$ cat src/rtl/ads131_spi_frame_master_if.sv
`default_nettype none
// ============================================================================
// Module : ads131_spi_frame_master_if -- ADC pins + frame bus (ADS131_FRAME_CNT_EN adds frame_count)
// Rev    : 1.0
// ============================================================================
interface ads131_spi_frame_master_if #(
    parameter int NUM_CH    = 4,
    parameter int WORD_BITS = 24
);
    logic                              adc_init;
    logic                              adc_drdy_n;
    logic [WORD_BITS-1:0]              cmd_word;
    logic                              SPI_MISO;
    logic                              SPI_MOSI;
    logic                              SPI_SCLK;
    logic                              SPI_CS;
    logic                              SPI_RESET;
    logic [(NUM_CH+1)*WORD_BITS-1:0]   frame_data;
    logic                              frame_valid;
    logic                              init_done;
    logic                              busy;
    logic                              overrun;
    logic [2:0]                        state;

`ifdef ADS131_FRAME_CNT_EN
    logic [15:0]                       frame_count;

    modport master (
        input  adc_init, adc_drdy_n, cmd_word, SPI_MISO,
        output SPI_MOSI, SPI_SCLK, SPI_CS, SPI_RESET,
        output frame_data, frame_valid, init_done, busy, overrun, state,
        output frame_count
    );

    modport slave (
        output adc_init, adc_drdy_n, cmd_word, SPI_MISO,
        input  SPI_MOSI, SPI_SCLK, SPI_CS, SPI_RESET,
        input  frame_data, frame_valid, init_done, busy, overrun, state,
        input  frame_count
    );
`else
    modport master (
        input  adc_init, adc_drdy_n, cmd_word, SPI_MISO,
        output SPI_MOSI, SPI_SCLK, SPI_CS, SPI_RESET,
        output frame_data, frame_valid, init_done, busy, overrun, state
    );

    modport slave (
        output adc_init, adc_drdy_n, cmd_word, SPI_MISO,
        input  SPI_MOSI, SPI_SCLK, SPI_CS, SPI_RESET,
        input  frame_data, frame_valid, init_done, busy, overrun, state
    );
`endif
endinterface
`default_nettype wire

$ cat src/rtl/ads131_spi_frame_master.sv
`default_nettype none
// ============================================================================
// Module : ads131_spi_frame_master -- DRDY-driven ADS131A0x SPI frame engine
// Rev    : 1.0  | ADS131_FRAME_CNT_EN adds a 16-bit frame counter
// ============================================================================
module ads131_spi_frame_master #(
    parameter int NUM_CH            = 4,
    parameter int WORD_BITS         = 24,
    parameter int RESET_LOW_CYCLES  = 20835,
    parameter int RESET_WAIT_CYCLES = 83340,
    parameter int CS_IDLE_CYCLES    = 8
) (
    input  wire logic                  synthesized_clock_4_167Mhz,
    input  wire logic                  reset_n,
    ads131_spi_frame_master_if.master  bus
);

    localparam int c_FRAME_BITS   = (NUM_CH + 1) * WORD_BITS;
    localparam int c_SHIFT_CYCLES = 2 * c_FRAME_BITS;
    localparam int c_MAX_A        = (RESET_LOW_CYCLES > RESET_WAIT_CYCLES) ? RESET_LOW_CYCLES : RESET_WAIT_CYCLES;
    localparam int c_MAX_B        = (CS_IDLE_CYCLES > c_SHIFT_CYCLES) ? CS_IDLE_CYCLES : c_SHIFT_CYCLES;
    localparam int c_CNT_LIMIT    = (c_MAX_A > c_MAX_B) ? c_MAX_A : c_MAX_B;
    localparam int c_CNT_W        = $clog2(c_CNT_LIMIT) + 1;

    localparam logic [c_CNT_W-1:0] c_LOW_LAST   = c_CNT_W'(RESET_LOW_CYCLES - 1);
    localparam logic [c_CNT_W-1:0] c_WAIT_LAST  = c_CNT_W'(RESET_WAIT_CYCLES - 1);
    localparam logic [c_CNT_W-1:0] c_SHIFT_LAST = c_CNT_W'(c_SHIFT_CYCLES - 1);
    localparam logic [c_CNT_W-1:0] c_HOLD_LAST  = c_CNT_W'(CS_IDLE_CYCLES - 1);
    localparam logic [c_CNT_W-1:0] c_CNT_ONE    = c_CNT_W'(1);

    typedef enum logic [2:0] {
        S_IDLE     = 3'd0,
        S_RST_LOW  = 3'd1,
        S_RST_WAIT = 3'd2,
        S_READY    = 3'd3,
        S_CS_SETUP = 3'd4,
        S_SHIFT    = 3'd5,
        S_CS_HOLD  = 3'd6
    } state_t;

    state_t                    r_state;
    logic [c_CNT_W-1:0]        r_cnt;
    logic                      r_cs;
    logic                      r_sclk;
    logic                      r_mosi;
    logic                      r_spi_reset;
    logic [c_FRAME_BITS-1:0]   r_frame_data;
    logic                      r_frame_valid;
    logic                      r_init_done;
    logic                      r_busy;
    logic                      r_overrun;
    logic [WORD_BITS-1:0]      r_tx;
    logic [c_FRAME_BITS-2:0]   r_rx;

    logic [1:0]                r_drdy_sync;
    logic                      r_drdy_last;
    logic                      w_drdy_evt;

    // Sync chain idles high so release from reset never fakes a falling edge.
    always_ff @(posedge synthesized_clock_4_167Mhz or negedge reset_n) begin
        if (!reset_n) begin
            r_drdy_sync <= 2'b11;
            r_drdy_last <= 1'b1;
        end else begin
            r_drdy_sync <= {r_drdy_sync[0], bus.adc_drdy_n};
            r_drdy_last <= r_drdy_sync[1];
        end
    end

    assign w_drdy_evt = r_drdy_last & ~r_drdy_sync[1];

    always_ff @(posedge synthesized_clock_4_167Mhz or negedge reset_n) begin
        if (!reset_n) begin
            r_state       <= S_IDLE;
            r_cnt         <= '0;
            r_cs          <= 1'b1;
            r_sclk        <= 1'b0;
            r_mosi        <= 1'b0;
            r_spi_reset   <= 1'b1;
            r_frame_data  <= '0;
            r_frame_valid <= 1'b0;
            r_init_done   <= 1'b0;
            r_busy        <= 1'b0;
            r_overrun     <= 1'b0;
            r_tx          <= '0;
            r_rx          <= '0;
        end else begin
            r_frame_valid <= 1'b0;

            if (w_drdy_evt && (r_state != S_READY)) begin
                r_overrun <= 1'b1;
            end

            case (r_state)
                S_IDLE: begin
                    if (bus.adc_init) begin
                        r_state     <= S_RST_LOW;
                        r_cnt       <= '0;
                        r_spi_reset <= 1'b0;
                    end
                end

                S_RST_LOW: begin
                    if (r_cnt == c_LOW_LAST) begin
                        r_state     <= S_RST_WAIT;
                        r_cnt       <= '0;
                        r_spi_reset <= 1'b1;
                    end else begin
                        r_cnt <= r_cnt + c_CNT_ONE;
                    end
                end

                S_RST_WAIT: begin
                    if (r_cnt == c_WAIT_LAST) begin
                        r_state     <= S_READY;
                        r_cnt       <= '0;
                        r_init_done <= 1'b1;
                    end else begin
                        r_cnt <= r_cnt + c_CNT_ONE;
                    end
                end

                S_READY: begin
                    if (bus.adc_init) begin
                        r_state     <= S_RST_LOW;
                        r_cnt       <= '0;
                        r_init_done <= 1'b0;
                        r_spi_reset <= 1'b0;
                    end else if (w_drdy_evt) begin
                        // Command is captured here so the caller may change it mid-frame.
                        r_state <= S_CS_SETUP;
                        r_cs    <= 1'b0;
                        r_busy  <= 1'b1;
                        r_tx    <= bus.cmd_word;
                        r_mosi  <= bus.cmd_word[WORD_BITS-1];
                    end
                end

                S_CS_SETUP: begin
                    r_state <= S_SHIFT;
                    r_cnt   <= '0;
                end

                S_SHIFT: begin
                    if (!r_cnt[0]) begin
                        // Zeros shift in behind the command, so later words send 0.
                        r_sclk <= 1'b1;
                        r_mosi <= r_tx[WORD_BITS-1];
                        r_tx   <= {r_tx[WORD_BITS-2:0], 1'b0};
                    end else begin
                        r_sclk <= 1'b0;
                        r_rx   <= {r_rx[c_FRAME_BITS-3:0], bus.SPI_MISO};
                    end

                    if (r_cnt == c_SHIFT_LAST) begin
                        r_state       <= S_CS_HOLD;
                        r_cnt         <= '0;
                        r_cs          <= 1'b1;
                        r_frame_data  <= {r_rx, bus.SPI_MISO};
                        r_frame_valid <= 1'b1;
                    end else begin
                        r_cnt <= r_cnt + c_CNT_ONE;
                    end
                end

                S_CS_HOLD: begin
                    if (r_cnt == c_HOLD_LAST) begin
                        r_state <= S_READY;
                        r_cnt   <= '0;
                        r_busy  <= 1'b0;
                    end else begin
                        r_cnt <= r_cnt + c_CNT_ONE;
                    end
                end

                default: begin
                    r_state     <= S_IDLE;
                    r_cnt       <= '0;
                    r_cs        <= 1'b1;
                    r_sclk      <= 1'b0;
                    r_busy      <= 1'b0;
                    r_spi_reset <= 1'b1;
                end
            endcase
        end
    end

`ifdef ADS131_FRAME_CNT_EN
    logic [15:0] r_frame_count;

    always_ff @(posedge synthesized_clock_4_167Mhz or negedge reset_n) begin
        if (!reset_n) begin
            r_frame_count <= 16'h0000;
        end else if (r_frame_valid) begin
            r_frame_count <= r_frame_count + 16'h0001;
        end
    end

    assign bus.frame_count = r_frame_count;
`endif

    assign bus.SPI_CS      = r_cs;
    assign bus.SPI_SCLK    = r_sclk;
    assign bus.SPI_MOSI    = r_mosi;
    assign bus.SPI_RESET   = r_spi_reset;
    assign bus.frame_data  = r_frame_data;
    assign bus.frame_valid = r_frame_valid;
    assign bus.init_done   = r_init_done;
    assign bus.busy        = r_busy;
    assign bus.overrun     = r_overrun;
    assign bus.state       = r_state;

endmodule
`default_nettype wire

$ cat src/flat_wrapper.sv
// flat-port wrapper written by rule: the top's interface ports become plain ports
module ads131_spi_frame_master_flat 
#(
    parameter int NUM_CH            = 4,
    parameter int WORD_BITS         = 24,
    parameter int RESET_LOW_CYCLES  = 20835,
    parameter int RESET_WAIT_CYCLES = 83340,
    parameter int CS_IDLE_CYCLES    = 8
)
  (synthesized_clock_4_167Mhz, reset_n, bus_adc_init, bus_adc_drdy_n, bus_cmd_word, bus_SPI_MISO, bus_SPI_MOSI, bus_SPI_SCLK, bus_SPI_CS, bus_SPI_RESET, bus_frame_data, bus_frame_valid, bus_init_done, bus_busy, bus_overrun, bus_state);
  ads131_spi_frame_master_if #(.NUM_CH(NUM_CH), .WORD_BITS(WORD_BITS)) bus_i ();
  input  wire logic synthesized_clock_4_167Mhz;
  input  wire logic reset_n;
  input wire logic [$bits(bus_i.adc_init)-1:0] bus_adc_init;
  input wire logic [$bits(bus_i.adc_drdy_n)-1:0] bus_adc_drdy_n;
  input wire logic [$bits(bus_i.cmd_word)-1:0] bus_cmd_word;
  input wire logic [$bits(bus_i.SPI_MISO)-1:0] bus_SPI_MISO;
  output wire logic [$bits(bus_i.SPI_MOSI)-1:0] bus_SPI_MOSI;
  output wire logic [$bits(bus_i.SPI_SCLK)-1:0] bus_SPI_SCLK;
  output wire logic [$bits(bus_i.SPI_CS)-1:0] bus_SPI_CS;
  output wire logic [$bits(bus_i.SPI_RESET)-1:0] bus_SPI_RESET;
  output wire logic [$bits(bus_i.frame_data)-1:0] bus_frame_data;
  output wire logic [$bits(bus_i.frame_valid)-1:0] bus_frame_valid;
  output wire logic [$bits(bus_i.init_done)-1:0] bus_init_done;
  output wire logic [$bits(bus_i.busy)-1:0] bus_busy;
  output wire logic [$bits(bus_i.overrun)-1:0] bus_overrun;
  output wire logic [$bits(bus_i.state)-1:0] bus_state;
  assign bus_i.adc_init = bus_adc_init;
  assign bus_i.adc_drdy_n = bus_adc_drdy_n;
  assign bus_i.cmd_word = bus_cmd_word;
  assign bus_i.SPI_MISO = bus_SPI_MISO;
  assign bus_SPI_MOSI = bus_i.SPI_MOSI;
  assign bus_SPI_SCLK = bus_i.SPI_SCLK;
  assign bus_SPI_CS = bus_i.SPI_CS;
  assign bus_SPI_RESET = bus_i.SPI_RESET;
  assign bus_frame_data = bus_i.frame_data;
  assign bus_frame_valid = bus_i.frame_valid;
  assign bus_init_done = bus_i.init_done;
  assign bus_busy = bus_i.busy;
  assign bus_overrun = bus_i.overrun;
  assign bus_state = bus_i.state;
  ads131_spi_frame_master #(.NUM_CH(NUM_CH), .WORD_BITS(WORD_BITS), .RESET_LOW_CYCLES(RESET_LOW_CYCLES), .RESET_WAIT_CYCLES(RESET_WAIT_CYCLES), .CS_IDLE_CYCLES(CS_IDLE_CYCLES)) u_core (.synthesized_clock_4_167Mhz(synthesized_clock_4_167Mhz), .reset_n(reset_n), .bus(bus_i));
endmodule
$ cat config.mk
export PLATFORM = sky130hd
export DESIGN_NAME = ads131_spi_frame_master_flat
export DESIGN_NICKNAME = d
export VERILOG_FILES = /design/src/rtl/ads131_spi_frame_master_if.sv /design/src/rtl/ads131_spi_frame_master.sv /design/src/flat_wrapper.sv
export SDC_FILE = /design/constraint.sdc
export NUM_CORES = 1
export LEC_CHECK = 0
export CORE_MARGIN = 3
export CORE_UTILIZATION = 25
export CTS_CLUSTER_DIAMETER = 150
export CTS_CLUSTER_SIZE = 24
export DETAILED_ROUTE_END_ITERATION = 12
export GPL_TIMING_DRIVEN = 0
export RECOVER_POWER = 25
export SYNTH_ARGS = -nofsm -noshare
export SYNTH_HDL_FRONTEND = slang
export SYNTH_SLANG_ARGS = --single-unit
$ cat constraint.sdc
create_clock -name synthesized_clock_4_167Mhz -period 3.4 [get_ports synthesized_clock_4_167Mhz]
set_clock_uncertainty 0.2 [all_clocks]
set_input_delay 1.02 -clock synthesized_clock_4_167Mhz [delete_from_list [all_inputs] [get_ports synthesized_clock_4_167Mhz]]
set_output_delay 1.02 -clock synthesized_clock_4_167Mhz [all_outputs]
set_load 0.02 [all_outputs]
# Word-level counts from Yosys, hierarchy flattened
# Cells that the tools add are included.
# word_totals
register_bits	295
input_bits	29
word_cells	99
# classes
n_mux	39
n_reduce_logical	17
eq_ne	22
bitwise_logic	5
add_sub_neg	1
# ops
cell	n
$mux 18	5
$pmux 18 s5	1
$mux 24	3
$pmux 24 s2	1
$mux 3	7
$pmux 3 s7	1
$add 18x1->18 const B	1
$eq 18x15->1 const B	1
$eq 18x17->1 const B	1
$eq 18x3->1 const B	1
$eq 18x8->1 const B	1
$mux 1	15
$ne 2x1->1 const B	6
$reduce_and 4->1	3
$reduce_or 5->1	2
$eq 3x3->1 const B	3
$pmux 1 s3	3
$ne 2x2->1 const B	4
$eq 3x2->1 const B	2
$ne 3x2->1 const B	2
$pmux 1 s2	3
$reduce_and 3->1	2
$reduce_and 6->1	1
$reduce_or 6->1	1
9 further kinds	14

# Logic depth before layout (Yosys ltp)
# Gate-level depths: netlist (run 1).
# logic_depth
word_depth	5
mapped_depth	9

# Worst setup path before layout (run 1)
# OpenSTA, ideal clock, no wires.
# synth_timing
path_kind	register to register
from	register u_core.r_cnt[6]
to	register u_core.r_cnt[16]
t_arrival_ps	1943
required_ps	3076
path_stages_with_launch	7
setup_slack_ps	1133
setup_time_ps	124
period_less_slack_ps	2267
cell_sequence	dfrtp_1 or4_4 nor4_2 a211o_2 o2111ai_4 and3_1 a211o_1
# synth_between
elab_chain_cells	3
word_cells_on_any_way	10
classes_between	add/sub: 1; eq/ne: 4; mux: 5
# synth_lines
item	line_no	text
start: declaration	ads131_spi_frame_master.sv:42	logic [c_CNT_W-1:0] r_cnt;
start signal: assignment	ads131_spi_frame_master.sv:109	r_cnt <= r_cnt + c_CNT_ONE;
start signal: assignment	ads131_spi_frame_master.sv:119	r_cnt <= r_cnt + c_CNT_ONE;
start signal: assignment	ads131_spi_frame_master.sv:162	r_cnt <= r_cnt + c_CNT_ONE;
$add 18x1->18, or another cell as far along	-	
$mux 18 (on tied branches)	-	
$pmux 18 s5 (*)	ads131_spi_frame_master.sv:94	case (r_state)
# Every way passes the cells marked *; elsewhere a longest branch is shown, timed or not.
# A chain may end at the register's enable or synchronous reset.

# Final worst setup path (run 1)
# layout_timing
from	register u_core.r_state[1] (netlist: u_core.bus.state[1])
to	register u_core.r_rx[66]
# layout_between
elab_chain_cells	2
# layout_lines
item	line_no	text
start: declaration	ads131_spi_frame_master.sv:41	state_t r_state;
start signal: assignment	ads131_spi_frame_master.sv:74	r_state <= S_IDLE;
start signal: assignment	ads131_spi_frame_master.sv:97	r_state <= S_RST_LOW;
start signal: assignment	ads131_spi_frame_master.sv:105	r_state <= S_RST_WAIT;
$eq 3x3->1	ads131_spi_frame_master.sv:94	
$reduce_and 2->1 (no line)	-	
end signal: assignment	ads131_spi_frame_master.sv:152	r_rx <= {r_rx[c_FRAME_BITS-3:0], bus.SPI_MISO};
end: declaration	ads131_spi_frame_master.sv:53	logic [c_FRAME_BITS-2:0] r_rx;
# No other way between the ends.

==> report_table.html, run 1 <==
<table>
<tr><th>Metric</th><th>Value</th></tr>
<tr><th colspan="2">Clock network</th></tr>
<tr><td>Worst skew pair latency</td><td>~0.52 ns</td></tr>
<tr><td>Deepest clock path buffer count</td><td>3</td></tr>
<tr><td>Number of H-tree levels</td><td>1</td></tr>
<tr><td>Cts bufs inserted</td><td>16</td></tr>
<tr><td>TritonCTS clock tree</td><td>done</td></tr>
<tr><td>Clk sink count</td><td>between 200 and 300</td></tr>
<tr><td>Clk pin slew, worst setup/hold paths</td><td>approximately 0.10 ns</td></tr>
<tr><td>Clock tree root driver cell</td><td>clkbuf_16</td></tr>
<tr><td>Hold Buf Count CTS</td><td>0</td></tr>
<tr><td>Post-CTS setup repair buffer count</td><td>0</td></tr>
<tr><th colspan="2">Logic synthesis</th></tr>
<tr><td>Ys flop type</td><td>dfrtp_1</td></tr>
<tr><td>Synthesized netlist cell count</td><td>1058</td></tr>
<tr><td>Share of the yosys chip area belonging to registers</td><td>0.630</td></tr>
<tr><td>Most used standard cell by instance count after synthesis</td><td>nand2_1</td></tr>
<tr><td>Yosys Warn Count</td><td>0</td></tr>
<tr><td>Top cells by area, synth</td><td>dfrtp_1, nand2_1, mux2_2, mux2i_1, buf_2</td></tr>
<tr><td>Post-synth top area cell</td><td>dfrtp_1</td></tr>
<tr><td>Fraction of registers with async set/reset</td><td>1.00</td></tr>
<tr><td>Top cell type's share of synthesized area</td><td>0.619</td></tr>
<tr><td>Register bit total from synthesis</td><td>slightly below 300</td></tr>
<tr><td>Unique masters post-synth</td><td>between 40 and 50</td></tr>
<tr><td>Mean instance size in the synthesized netlist</td><td>~11 um^2</td></tr>
<tr><td>Number of synthesized flops with an enable pin</td><td>0</td></tr>
<tr><td>Synthesized area</td><td>approximately 0.012 mm^2</td></tr>
<tr><td>Net count after synthesis</td><td>between 1000 and 1500</td></tr>
<tr><td>Synth top cells by count</td><td>nand2_1, dfrtp_1, mux2_2</td></tr>
<tr><th colspan="2">Timing</th></tr>
<tr><td>Shortest clock period the worst path allows after layout</td><td>roughly 3 ns</td></tr>
<tr><td>Total count of hold-check failures in the final report</td><td>0</td></tr>
<tr><td>Worst Max-Slew Pin Slew</td><td>approximately 2.1 ns</td></tr>
<tr><td>Timing-limited maximum frequency</td><td>~330 MHz</td></tr>
<tr><td>Setup violations, final</td><td>0</td></tr>
<tr><td>Aggregate negative setup slack</td><td>0 ns</td></tr>
<tr><td>Final Hold Slack</td><td>approximately 0.16 ns</td></tr>
<tr><td>Final Max Slew Viols</td><td>79</td></tr>
<tr><td>Portion of the clock cycle consumed by the worst path in the final layout</td><td>0.880</td></tr>
<tr><td>Final worst-path setup slack</td><td>0.410 ns</td></tr>
<tr><td>Rel. slew slack</td><td>-0.376</td></tr>
<tr><td>RSZ-0062 raised after global routing</td><td>no</td></tr>
<tr><th colspan="2">Die</th></tr>
<tr><td>Core Area</td><td>around 0.046 mm^2</td></tr>
<tr><td>Standard-cell row count</td><td>about 80</td></tr>
<tr><td>Initial Utilization</td><td>0.256</td></tr>
<tr><td>Horizontal die dimension</td><td>between 200 and 250 um</td></tr>
<tr><td>IO Count</td><td>between 150 and 200</td></tr>
<tr><td>Die height</td><td>roughly 220 um</td></tr>
<tr><td>Die Area</td><td>about 0.05 mm^2</td></tr>
<tr><th colspan="2">Pwr</th></tr>
<tr><td>Power per cell area</td><td>between 500 and 600 mW/mm^2</td></tr>
<tr><td>Part of the total power dissipated in the clock network</td><td>0.276</td></tr>
<tr><td>Maximum vdd drop</td><td>0.295 mV</td></tr>
<tr><td>Proportion of total power due to net switching</td><td>0.297</td></tr>
<tr><td>Sequential share of power</td><td>0.522</td></tr>
<tr><td>Leakage</td><td>roughly 0.0072 uW</td></tr>
<tr><td>Total power after layout</td><td>about 7600 uW</td></tr>
<tr><td>Int Pwr</td><td>5340 uW</td></tr>
<tr><td>Net Switching</td><td>roughly 2300 uW</td></tr>
<tr><td>Comb power frac</td><td>0.202</td></tr>
<tr><th colspan="2">Placement</th></tr>
<tr><td>Post-detailed-placement half-perimeter wirelength</td><td>roughly 18 mm</td></tr>
<tr><td>Port Buf Inserts</td><td>159</td></tr>
<tr><td>Routability-driven placement congestion ratio</td><td>between 0.7 and 0.8</td></tr>
<tr><td>Placement Cell Area</td><td>between 0.01 and 0.015 mm^2</td></tr>
<tr><td>Setup slack after placement</td><td>approximately 0.11 ns</td></tr>
<tr><th colspan="2">Critical path</th></tr>
<tr><td>Setup crit end kind</td><td>flip-flop</td></tr>
<tr><td>Cell type with the highest occurrence count on the critical path</td><td>clkbuf_1</td></tr>
<tr><td>Maximum single-stage delay on the critical path</td><td>0.66 ns</td></tr>
<tr><td>Slowest CP cell</td><td>clkbuf_1</td></tr>
<tr><td>Arrival time of the worst setup path</td><td>between 3 and 4 ns</td></tr>
<tr><td>Largest driver fanout on the critical path</td><td>10</td></tr>
<tr><td>Critical path class</td><td>reg2reg</td></tr>
<tr><td>Crit-path cells</td><td>clkbuf_1, nor2_2, nand2_1, clkbuf_1, buf_2, mux2_2</td></tr>
<tr><td>Type of origin of the critical path</td><td>flip-flop</td></tr>
<tr><td>Critical Path RT</td><td>between 3 and 4 ns</td></tr>
<tr><th colspan="2">Outcome</th></tr>
<tr><td>Failing checks</td><td>capacitance limit, slew limit</td></tr>
<tr><td>Run status</td><td>finished, violations left</td></tr>
<tr><th colspan="2">Run</th></tr>
<tr><td>Maximum capacitance violations</td><td>1</td></tr>
<tr><th colspan="2">Global route</th></tr>
<tr><td>Wire length of the first global-routing pass</td><td>43.1 mm</td></tr>
<tr><td>Vias in the first global route</td><td>around 8000</td></tr>
<tr><td>Overall Global Routing Usage</td><td>0.105</td></tr>
<tr><td>Congestion Overflow GR</td><td>0</td></tr>
<tr><td>Initial antenna violation count</td><td>0</td></tr>
<tr><td>Pin count of the biggest net entering global routing</td><td>roughly 120</td></tr>
<tr><th colspan="2">Final layout</th></tr>
<tr><td>Final nets</td><td>1268</td></tr>
<tr><td>Layout overhead on the synthesized area</td><td>24.4%</td></tr>
<tr><td>Fraction of layout cells with a size suffix above 1</td><td>0.163</td></tr>
<tr><td>Number of filler instances in the final layout</td><td>approximately 4700</td></tr>
<tr><td>Cell area after layout</td><td>0.0146 mm^2</td></tr>
<tr><th colspan="2">Detailed routing</th></tr>
<tr><td>Number of vias per cell after detailed routing</td><td>4.25</td></tr>
<tr><td>Total DRC errors in the routed layout</td><td>0</td></tr>
<tr><td>Iteration-0 DRC count of the detailed router</td><td>roughly 320</td></tr>
<tr><td>Via count</td><td>~7800</td></tr>
<tr><td>Routed length per instance</td><td>approximately 14 um</td></tr>
<tr><td>Count of nets left with antenna violations after detail routing</td><td>0</td></tr>
<tr><td>Total wire length after detailed routing</td><td>26.4 mm</td></tr>
<tr><td>Detailed-routing iteration count for the pre-antenna-repair pass</td><td>5</td></tr>
<tr><th colspan="2">Hold path</th></tr>
<tr><td>Hold WC Path Type</td><td>reg2reg</td></tr>
</table>
[critical path: cells and delay by family, from the launching register on]
| family | cells | cell delay [ns] |
|---|---|---|
| AND/OR/NAND/NOR | 2 | 0.41 |
| buffers and inverters | 3 | 1.44 |
| flip-flops | 1 | 0.44 |
| multiplexers | 1 | 0.37 |
[cell families (layout without fill, tap and decap cells)]
kind of cell | Yosys count | in the layout | synth area share
AND/OR/NAND/NOR | 471 | 471 | 0.164
flip-flops | 295 | 295 | 0.630
multiplexers | 141 | 141 | 0.133
AO/OA/AOI/OAI | 85 | 85 | 0.0450
buffers and inverters | 63 | 247 | 0.0249
adder cells (fa/ha/maj) | 2 | 2 | 0.00213
XOR/XNOR | 1 | 1 | 0.000747
other | 0 | 2 | 0
[layout by cell type, fill, tap and decap left out, types with 4 or more instances in the layout]
| cell | n |
|---|---|
| and3_1 | 6 |
| a21oi_1 | 17 |
| a22o_1 | 4 |
| nand2_1 | 409 |
| o21ai_0 | 32 |
| o21ai_1 | 8 |
| clkbuf_1 | 19 |
| mux2_2 | 119 |
| nand3_1 | 10 |
| or2_2 | 6 |
| buf_2 | 38 |
| mux2i_1 | 22 |
| clkdlybuf4s50_1 | 157 |
| dfstp_2 | 5 |
| dfrtp_1 | 290 |
| inv_1 | 7 |
| nor2_1 | 7 |
| nor3_1 | 8 |
| clkbuf_16 | 17 |
| a31oi_1 | 11 |
[power groups by stage]
| stage | Clock (uW) | Combinational [uW] | Sequential, uW |
|---|---|---|---|
| after floorplan | 0 | 1010 | 4030 |
| after global placement | 0 | 1510 | 4030 |
| after detailed placement | 0 | 1540 | 4030 |
| after CTS | 2210 | 1550 | 3960 |
| after global routing | 2340 | 1720 | 4000 |
| final | 2100 | 1530 | 3960 |
[registers in the layout, summed over array words and instances, names as in the netlist]
register and cells:
u_core.r_drdy_sync 2, u_core.bus.SPI_CS 1, u_core.bus.overrun 1, u_core.r_rx 119
u_core.bus.SPI_SCLK 1, u_core.r_tx 24, u_core.bus.SPI_RESET 1, u_core.bus.init_done 1
u_core.r_drdy_last 1, u_core.r_cnt 18, u_core.bus.busy 1, u_core.bus.frame_data 120
u_core.bus.frame_valid 1, u_core.bus.state 3, u_core.bus.SPI_MOSI 1
[final timing paths]
check	to	start	depth (start not counted)	slack [ns]
worst max-delay path	u_core.r_rx[66]	u_core.bus.state[1]	6	0.41
min in group asynchronous	u_core.bus.frame_data[99]	reset_n	1	0.91
max in group asynchronous	u_core.bus.frame_data[57]	reset_n	2	0.65
worst min register to register	u_core.r_drdy_sync[1]	u_core.r_drdy_sync[0]	0	0.16
worst min-delay path	u_core.r_drdy_sync[1]	u_core.r_drdy_sync[0]	0	0.16
worst max register to register	u_core.r_rx[66]	u_core.bus.state[1]	6	0.41
[through the flow]
step,util,instances
detailed placement,0.308,1819
global route,0.318,1842
finish,0.318,1844
global placement,0.307,1817
floorplan,-,1058
CTS,0.318,1842
[routing by layer]
| layer | global-route usage | share of wire |
|---|---|---|
| met5 | 0 | 0 |
| met4 | 0.0265 | 0.024 |
| met3 | 0.0182 | 0.039 |
| met2 | 0.175 | 0.47 |
| met1 | 0.143 | 0.46 |
[cell type report]
class,instances,area (um^2),share of cell area
Sequential cell,295,7390,0.507
Multi-Input combinational cell,700,4040,0.277
Timing Repair Buffer,161,1640,0.113
Tap cell,600,751,0.0515
Clock buffer,22,444,0.0305
Buffer,55,263,0.0180
Inverter,8,30.0,0.00206
Clock inverter,1,20.0,0.00137
Antenna cell,2,5.00,0.000343
[repair_timing]
| action | in CTS | in global routing |
|---|---|---|
| hold endpoints to repair | 0 | 0 |
| gates resized for setup | 0 | 3 |
| endpoints found under the setup margin | 0 | 55 |
Power figures use the tool's default switching activity.
==> run 2, diff against run 1 <==
CORE_ASPECT_RATIO = 1.2   (was not set)
SLEW_MARGIN = 10   (was not set)
clock period = 3 ns   (was 3.4 ns; I/O delays follow)
==> run 2 against run 1 <==
  * Register-to-register slack worse by 0.18 ns
  * The flow now finishes without violations
  * Largest power group unchanged
  * Highest routed layer unchanged
  * Power is 13% higher
  * Critical path type is now reg2out
  * First-iteration DRC count is 33% higher
==> report_table.html, run 2 (same netlist as run 1, synthesis figures left out) <==
<table>
<tr><th>Metric</th><th>Value</th></tr>
<tr><th colspan="2">Timing</th></tr>
<tr><td>Portion of the clock cycle consumed by the worst path in the final layout</td><td>0.922</td></tr>
<tr><td>Final Max Slew Viols</td><td>0</td></tr>
<tr><td>Final worst-path setup slack</td><td>about 0.23 ns</td></tr>
<tr><td>Worst Max-Slew Pin Slew</td><td>between 1 and 1.5 ns</td></tr>
<tr><td>Final Hold Slack</td><td>around 0.028 ns</td></tr>
<tr><td>Rel. slew slack</td><td>0.0644</td></tr>
<tr><td>Timing-limited maximum frequency</td><td>approximately 360 MHz</td></tr>
<tr><td>Shortest clock period the worst path allows after layout</td><td>approximately 2.8 ns</td></tr>
<tr><td>Aggregate negative setup slack</td><td>0 ns</td></tr>
<tr><td>Setup violations, final</td><td>0</td></tr>
<tr><td>Total count of hold-check failures in the final report</td><td>0</td></tr>
<tr><th colspan="2">Detailed routing</th></tr>
<tr><td>Number of vias per cell after detailed routing</td><td>about 4.2</td></tr>
<tr><td>Total DRC errors in the routed layout</td><td>0</td></tr>
<tr><td>Count of nets left with antenna violations after detail routing</td><td>0</td></tr>
<tr><td>Iteration-0 DRC count of the detailed router</td><td>around 430</td></tr>
<tr><td>Total wire length after detailed routing</td><td>approximately 26 mm</td></tr>
<tr><td>Detailed-routing iteration count for the pre-antenna-repair pass</td><td>4</td></tr>
<tr><td>Routed length per instance</td><td>14.0 um</td></tr>
<tr><td>Via count</td><td>a little under 8000</td></tr>
<tr><th colspan="2">Placement</th></tr>
<tr><td>Setup slack after placement</td><td>-0.106 ns</td></tr>
<tr><td>Routability-driven placement congestion ratio</td><td>roughly 0.8</td></tr>
<tr><td>Post-detailed-placement half-perimeter wirelength</td><td>18.6 mm</td></tr>
<tr><td>Port Buf Inserts</td><td>~160</td></tr>
<tr><th colspan="2">Critical path</th></tr>
<tr><td>Crit-path cells</td><td>clkdlybuf4s50_1</td></tr>
<tr><td>Worst reg-to-reg setup slack</td><td>approximately 0.23 ns</td></tr>
<tr><td>Worst r2r dst</td><td>u_core.bus.frame_data[59]</td></tr>
<tr><td>Critical Path Stages</td><td>1</td></tr>
<tr><td>Critical path class</td><td>reg2out</td></tr>
<tr><td>Type of origin of the critical path</td><td>flip-flop</td></tr>
<tr><td>Cell family with most CP delay</td><td>buffers and inverters</td></tr>
<tr><td>Number of cells traversed by the worst register-to-register path</td><td>8</td></tr>
<tr><td>Setup crit end kind</td><td>output port</td></tr>
<tr><td>Timing startpoint of the critical path</td><td>u_core.bus.SPI_RESET</td></tr>
<tr><td>Largest driver fanout on the critical path</td><td>3</td></tr>
<tr><td>Arrival time of the worst setup path</td><td>~1.7 ns</td></tr>
<tr><td>Critical Path RT</td><td>about 1.9 ns</td></tr>
<tr><td>Maximum single-stage delay on the critical path</td><td>roughly 0.60 ns</td></tr>
<tr><td>Beginning of the worst register-to-register path</td><td>u_core.r_cnt[0]</td></tr>
<tr><td>Buf/Inv on CP</td><td>1</td></tr>
<tr><td>Crit path capture</td><td>bus_SPI_RESET</td></tr>
<tr><td>Slowest CP cell</td><td>clkdlybuf4s50_1</td></tr>
<tr><th colspan="2">Final layout</th></tr>
<tr><td>Commonest non-fill, non-tap cells in the layout</td><td>nand2_1, dfrtp_1, clkdlybuf4s50_1</td></tr>
<tr><td>Sequential Area</td><td>between 0.007 and 0.008 mm^2</td></tr>
<tr><td>Number of filler instances in the final layout</td><td>around 4700</td></tr>
<tr><td>Layout overhead on the synthesized area</td><td>24.6%</td></tr>
<tr><td>Most common library cell in the layout ignoring fill and taps</td><td>nand2_1</td></tr>
<tr><td>Max FFs per register</td><td>120</td></tr>
<tr><td>Final nets</td><td>approximately 1300</td></tr>
<tr><td>Fraction of layout cells with a size suffix above 1</td><td>0.165</td></tr>
<tr><td>Area of the multi-input gates</td><td>just over 0.004 mm^2</td></tr>
<tr><th colspan="2">Clock network</th></tr>
<tr><td>Cts bufs inserted</td><td>16</td></tr>
<tr><td>Post-CTS setup repair buffer count</td><td>0</td></tr>
<tr><td>TritonCTS clock tree</td><td>done</td></tr>
<tr><td>Worst skew pair latency</td><td>0.52 ns</td></tr>
<tr><td>Deepest clock path buffer count</td><td>3</td></tr>
<tr><td>Clock tree root driver cell</td><td>clkbuf_16</td></tr>
<tr><td>Number of H-tree levels</td><td>1</td></tr>
<tr><td>Clk sink count</td><td>roughly 300</td></tr>
<tr><td>Clk pin slew, worst setup/hold paths</td><td>approximately 0.10 ns</td></tr>
<tr><td>Hold Buf Count CTS</td><td>0</td></tr>
<tr><th colspan="2">Die</th></tr>
<tr><td>Core Area</td><td>between 0.04 and 0.05 mm^2</td></tr>
<tr><td>IO Count</td><td>160</td></tr>
<tr><td>Initial Utilization</td><td>0.254</td></tr>
<tr><td>Horizontal die dimension</td><td>between 200 and 250 um</td></tr>
<tr><td>Die Area</td><td>about 0.050 mm^2</td></tr>
<tr><td>Standard-cell row count</td><td>86</td></tr>
<tr><td>Die height</td><td>between 200 and 250 um</td></tr>
<tr><th colspan="2">Hold path</th></tr>
<tr><td>Hold WC Path Type</td><td>in2async</td></tr>
<tr><th colspan="2">Run</th></tr>
<tr><td>Maximum capacitance violations</td><td>0</td></tr>
<tr><th colspan="2">Pwr</th></tr>
<tr><td>Comb power frac</td><td>0.203</td></tr>
<tr><td>Sequential share of power</td><td>0.521</td></tr>
<tr><td>Leakage</td><td>a little over 0.007 uW</td></tr>
<tr><td>Maximum vdd drop</td><td>about 0.32 mV</td></tr>
<tr><td>Power per cell area</td><td>roughly 600 mW/mm^2</td></tr>
<tr><td>Int Pwr</td><td>approximately 6000 uW</td></tr>
<tr><td>Net Switching</td><td>approximately 2600 uW</td></tr>
<tr><td>Part of the total power dissipated in the clock network</td><td>0.276</td></tr>
<tr><td>Proportion of total power due to net switching</td><td>0.298</td></tr>
<tr><th colspan="2">Global route</th></tr>
<tr><td>Pin count of the biggest net entering global routing</td><td>roughly 100</td></tr>
<tr><td>Vias in the first global route</td><td>roughly 8000</td></tr>
<tr><td>Overall Global Routing Usage</td><td>0.106</td></tr>
<tr><td>Congestion Overflow GR</td><td>0</td></tr>
<tr><td>Initial antenna violation count</td><td>2</td></tr>
<tr><td>Wire length of the first global-routing pass</td><td>~43 mm</td></tr>
<tr><th colspan="2">Outcome</th></tr>
<tr><td>Run status</td><td>finished, final reports clean</td></tr>
</table>
[run 2: cell count changes in the layout (fill, tap and decap cells not counted), sizes merged]
cell    change
buf         +1
diode       +1
clkbuf      -1
[run 2: cell type report]
class | count | area share
sequential | 295 | 0.506
multi-input combinational | 700 | 0.277
timing repair buffer | 162 | 0.112
tap | 616 | 0.0528
clock buffer | 21 | 0.0301
buffer | 55 | 0.0181
inverter | 8 | 0.00206
clock inverter | 1 | 0.00137
antenna | 3 | 0.000514
[run 2: worst min path at each step]
stage | end | from
floorplan | u_core.r_drdy_sync[1] | u_core.r_drdy_sync[0]
global placement | u_core.r_drdy_sync[1] | u_core.r_drdy_sync[0]
detailed placement | u_core.r_drdy_sync[1] | u_core.r_drdy_sync[0]
CTS | u_core.bus.frame_data[21] | reset_n
global route | u_core.bus.frame_data[23] | reset_n
finish | u_core.bus.frame_data[103] | reset_n
[run 2: power by group through the flow]
stage	clock network [uW]	registers [uW]	logic (uW)
floorplan	0	4570	1150
global placement	0	4560	1700
detailed placement	0	4570	1760
CTS	2520	4490	1760
global route	2650	4530	1970
finish	2380	4490	1740
[run 2: timing repair]
action / in CTS / in global routing
endpoints found under the setup margin: 200 / 100
endpoints found under the hold margin: 0 / 0
gates resized for setup: 2 / 1
pin swaps: 0 / 0
[run 2: per-layer routing]
| metal | GRT usage | part of all wire | vias up |
|---|---|---|---|
| li1 | - | - | 3836 |
| met1 | 0.134 | 0.44 | 3894 |
| met2 | 0.186 | 0.50 | 129 |
| met3 | 0.0199 | 0.049 | 22 |
| met4 | 0.0267 | 0.018 | 0 |
| met5 | 0 | 0 | - |
[run 2: metrics by stage]
step | std cells | cell area [um^2] | total power, uW | util
final | 1861 | 14600 | 8610 | 0.316
after global routing | 1858 | 14600 | 9150 | 0.316
after floorplan | 1058 | 11700 | 5720 | -
after detailed placement | 1836 | 14200 | 6330 | 0.307
after global placement | 1833 | 14100 | 6260 | 0.305
after CTS | 1858 | 14600 | 8770 | 0.317
==> run 3, diff against run 2 <==
ABC_AREA = 1   (was not set)
==> run 3 against run 2 <==
  * Final area increased by 4.0%
  * Via count rose by 13%
  * Global-route usage up 0.80 points
  * Critical path depth unchanged
  * Final cell count rose by 12%
  * Synthesized cell count increased by 21%
  * Wire length increased by 14%
  * Combinational power down 91%
  * Worst setup slack lost 0.082 ns
  * Sequential power shrank 11%
==> report_table.html, run 3 <==
<table>
<tr><th>Metric</th><th>Value</th></tr>
<tr><th colspan="2">Logic synthesis</th></tr>
<tr><td>Number of synthesized flops with an enable pin</td><td>0</td></tr>
<tr><td>Net count after synthesis</td><td>1310</td></tr>
<tr><td>Post-Synth Adder-Cell Area</td><td>0.00203</td></tr>
<tr><td>Most used standard cell by instance count after synthesis</td><td>nand2_1</td></tr>
<tr><td>Fraction of registers with async set/reset</td><td>1.00</td></tr>
<tr><td>Compound-Gate Fraction of Synth Area</td><td>0.161</td></tr>
<tr><td>Mean instance size in the synthesized netlist</td><td>about 9.6 um^2</td></tr>
<tr><td>Register bit total from synthesis</td><td>just under 300</td></tr>
<tr><td>Share of the yosys chip area belonging to registers</td><td>0.599</td></tr>
<tr><td>Post-synth top area cell</td><td>dfrtp_1</td></tr>
<tr><td>Largest family of logic cells by synthesized area</td><td>compound AO/OA/AOI/OAI gates</td></tr>
<tr><td>Simple-Gate Fraction of Synth Area</td><td>0.140</td></tr>
<tr><td>Ys flop type</td><td>dfrtp_1</td></tr>
<tr><td>Synth top cells by count</td><td>nand2_1, dfrtp_1, inv_1</td></tr>
<tr><td>Top cells by area, synth</td><td>dfrtp_1, nand2_1, o21ai_2, o21ai_0, inv_1</td></tr>
<tr><td>Synthesized netlist cell count</td><td>around 1300</td></tr>
<tr><td>Top cell type's share of synthesized area</td><td>0.588</td></tr>
<tr><td>Xor and xnor fraction of the mapped netlist area</td><td>0.00852</td></tr>
<tr><td>Yosys Warn Count</td><td>0</td></tr>
<tr><td>Unique masters post-synth</td><td>30</td></tr>
<tr><td>Share of synthesized area spent on multiplexers</td><td>0</td></tr>
<tr><td>Synthesized area</td><td>~0.012 mm^2</td></tr>
<tr><th colspan="2">Timing</th></tr>
<tr><td>Rel. slew slack</td><td>0.0514</td></tr>
<tr><td>Timing-limited maximum frequency</td><td>between 300 and 400 MHz</td></tr>
<tr><td>Shortest clock period the worst path allows after layout</td><td>about 2.8 ns</td></tr>
<tr><td>Portion of the clock cycle consumed by the worst path in the final layout</td><td>0.949</td></tr>
<tr><td>Total count of hold-check failures in the final report</td><td>0</td></tr>
<tr><td>Worst Max-Slew Pin Slew</td><td>around 1.4 ns</td></tr>
<tr><td>Setup violations, final</td><td>0</td></tr>
<tr><td>Final Max Slew Viols</td><td>0</td></tr>
<tr><td>RSZ-0062 raised after global routing</td><td>no</td></tr>
<tr><th colspan="2">Detailed routing</th></tr>
<tr><td>Total DRC errors in the routed layout</td><td>0</td></tr>
<tr><td>Via count</td><td>a little under 9000</td></tr>
<tr><td>Detailed-routing iteration count for the pre-antenna-repair pass</td><td>5</td></tr>
<tr><td>Total wire length after detailed routing</td><td>29.8 mm</td></tr>
<tr><td>Count of nets left with antenna violations after detail routing</td><td>0</td></tr>
<tr><td>Iteration-0 DRC count of the detailed router</td><td>409</td></tr>
<tr><td>Routed length per instance</td><td>around 14 um</td></tr>
<tr><td>Number of vias per cell after detailed routing</td><td>4.26</td></tr>
<tr><th colspan="2">Clock network</th></tr>
<tr><td>TritonCTS clock tree</td><td>done</td></tr>
<tr><td>Clk pin slew, worst setup/hold paths</td><td>around 0.10 ns</td></tr>
<tr><td>Number of H-tree levels</td><td>1</td></tr>
<tr><td>Clock tree root driver cell</td><td>clkbuf_16</td></tr>
<tr><td>Cts bufs inserted</td><td>16</td></tr>
<tr><td>Deepest clock path buffer count</td><td>3</td></tr>
<tr><td>Number of instances resized during post-cts repair</td><td>0</td></tr>
<tr><td>Clk sink count</td><td>between 200 and 300</td></tr>
<tr><td>Post-CTS setup repair buffer count</td><td>0</td></tr>
<tr><td>Worst skew pair latency</td><td>about 0.52 ns</td></tr>
<tr><td>Hold Buf Count CTS</td><td>0</td></tr>
<tr><th colspan="2">Global route</th></tr>
<tr><td>Congestion Overflow GR</td><td>0</td></tr>
<tr><td>Wire length of the first global-routing pass</td><td>about 50 mm</td></tr>
<tr><td>Pin count of the biggest net entering global routing</td><td>between 100 and 150</td></tr>
<tr><td>Overall Global Routing Usage</td><td>0.114</td></tr>
<tr><td>Vias in the first global route</td><td>between 9000 and 10000</td></tr>
<tr><td>Initial antenna violation count</td><td>0</td></tr>
<tr><th colspan="2">Critical path</th></tr>
<tr><td>Arrival time of the worst setup path</td><td>~1.8 ns</td></tr>
<tr><td>Worst reg-to-reg setup slack</td><td>around 0.37 ns</td></tr>
<tr><td>Critical Path RT</td><td>about 1.9 ns</td></tr>
<tr><td>Critical Path Stages</td><td>1</td></tr>
<tr><td>Cell family with most CP delay</td><td>buffers and inverters</td></tr>
<tr><td>Type of origin of the critical path</td><td>flip-flop</td></tr>
<tr><td>Critical path class</td><td>reg2out</td></tr>
<tr><td>Crit-path cells</td><td>clkdlybuf4s50_1</td></tr>
<tr><td>Maximum single-stage delay on the critical path</td><td>slightly below 0.7 ns</td></tr>
<tr><td>Setup crit end kind</td><td>output port</td></tr>
<tr><td>Number of cells traversed by the worst register-to-register path</td><td>7</td></tr>
<tr><td>Largest driver fanout on the critical path</td><td>8</td></tr>
<tr><td>Slowest CP cell</td><td>clkdlybuf4s50_1</td></tr>
<tr><td>Buf/Inv on CP</td><td>1</td></tr>
<tr><th colspan="2">Pwr</th></tr>
<tr><td>Maximum vdd drop</td><td>0.246 mV</td></tr>
<tr><td>Sequential share of power</td><td>0.611</td></tr>
<tr><td>Leakage</td><td>~0.0066 uW</td></tr>
<tr><td>Comb power frac</td><td>0.023</td></tr>
<tr><td>Int Pwr</td><td>a little over 5000 uW</td></tr>
<tr><td>Proportion of total power due to net switching</td><td>0.223</td></tr>
<tr><td>Part of the total power dissipated in the clock network</td><td>0.366</td></tr>
<tr><td>Net Switching</td><td>~1500 uW</td></tr>
<tr><td>Power per cell area</td><td>about 430 mW/mm^2</td></tr>
<tr><th colspan="2">Final layout</th></tr>
<tr><td>Max FFs per register</td><td>120</td></tr>
<tr><td>Fraction of layout cells with a size suffix above 1</td><td>0.123</td></tr>
<tr><td>Post-route core utilization</td><td>0.313</td></tr>
<tr><td>Most common library cell in the layout ignoring fill and taps</td><td>nand2_1</td></tr>
<tr><td>Commonest non-fill, non-tap cells in the layout</td><td>nand2_1, dfrtp_1, inv_1</td></tr>
<tr><td>Final nets</td><td>1489</td></tr>
<tr><td>Layout overhead on the synthesized area</td><td>23.2%</td></tr>
<tr><td>Antenna cell count</td><td>0</td></tr>
<tr><td>Cell area after layout</td><td>approximately 0.015 mm^2</td></tr>
<tr><th colspan="2">Die</th></tr>
<tr><td>Core Area</td><td>about 0.048 mm^2</td></tr>
<tr><td>Die Area</td><td>about 0.052 mm^2</td></tr>
<tr><td>IO Count</td><td>160</td></tr>
<tr><td>Die height</td><td>249 um</td></tr>
<tr><td>Standard-cell row count</td><td>between 80 and 90</td></tr>
<tr><td>Initial Utilization</td><td>0.255</td></tr>
<tr><td>Horizontal die dimension</td><td>209 um</td></tr>
<tr><th colspan="2">Placement</th></tr>
<tr><td>Routability-driven placement congestion ratio</td><td>around 0.84</td></tr>
<tr><td>Port Buf Inserts</td><td>between 150 and 200</td></tr>
<tr><td>Post-detailed-placement half-perimeter wirelength</td><td>about 21 mm</td></tr>
<tr><td>Placement Cell Area</td><td>between 0.01 and 0.015 mm^2</td></tr>
<tr><th colspan="2">Outcome</th></tr>
<tr><td>Run status</td><td>finished, final reports clean</td></tr>
<tr><th colspan="2">Run</th></tr>
<tr><td>Maximum capacitance violations</td><td>0</td></tr>
<tr><th colspan="2">Hold path</th></tr>
<tr><td>Min-Delay Path Depth</td><td>0</td></tr>
<tr><td>Hold WC Path Type</td><td>reg2reg</td></tr>
</table>
run 3: worst paths after layout:
kind / from / to
max: u_core.bus.state[2] / bus_state[2]
min: u_core.r_drdy_sync[1] / u_core.r_drdy_last
max reg2reg: u_core.bus.state[0] / u_core.r_rx[22]
min reg2reg: u_core.r_drdy_sync[1] / u_core.r_drdy_last
max in group asynchronous: reset_n / u_core.bus.frame_data[46]
min in group asynchronous: reset_n / u_core.bus.frame_data[67]
run 3: cell families (layout without fill, tap and decap cells):
family                   after synthesis  after routing
buffers and inverters                235            417
AO/OA/AOI/OAI                        307            307
XOR/XNOR                              12             12
AND/OR/NAND/NOR                      428            428
flip-flops                           295            295
adder cells (fa/ha/maj)                2              2
run 3: final cells by class:
type | instances | area [um^2]
clock inverters | 1 | 20.0
well taps | 630 | 788
inverters | 169 | 634
plain buffers | 66 | 463
fillers | 5059 | 33300
multi-input cells | 749 | 3840
clock buffers | 20 | 437
repair buffers | 161 | 1610
flip-flops and latches | 295 | 7390
run 3: power groups by stage:
stage	registers [uW]	logic [uW]	clock network [uW]
global route	4010	177	2680
detailed placement	4080	168	0
global placement	4090	154	0
floorplan	4080	24.5	0
finish	4000	151	2400
CTS	4000	168	2540
run 3: per-stage QoR:
stage | instances | power, uW | setup TNS, ns | setup WS [ns] | hold slack, ns
5_1_grt | 2091 | 6860 | 0 | 0.0847 | 0.144
2_1_floorplan | 1279 | 4110 | 0 | 1.04 | 0.145
4_1_cts | 2091 | 6710 | 0 | 0.115 | 0.145
6_report | 2091 | 6550 | 0 | 0.152 | 0.150
3_5_place_dp | 2070 | 4250 | 0 | 0.289 | 0.147
3_3_place_gp | 2068 | 4240 | -3531.85 | -12.08 | 0.149
run 3: layer usage:
layer  vias to the layer above  track usage  wire (um)  share of wire
met5                         -            0          0              0
met4                         0       0.0335        704          0.024
met3                        32       0.0149       1050          0.035
met2                       133        0.193      14500           0.48
met1                      4362        0.152      13600           0.46
li1                       4382            -          -              -
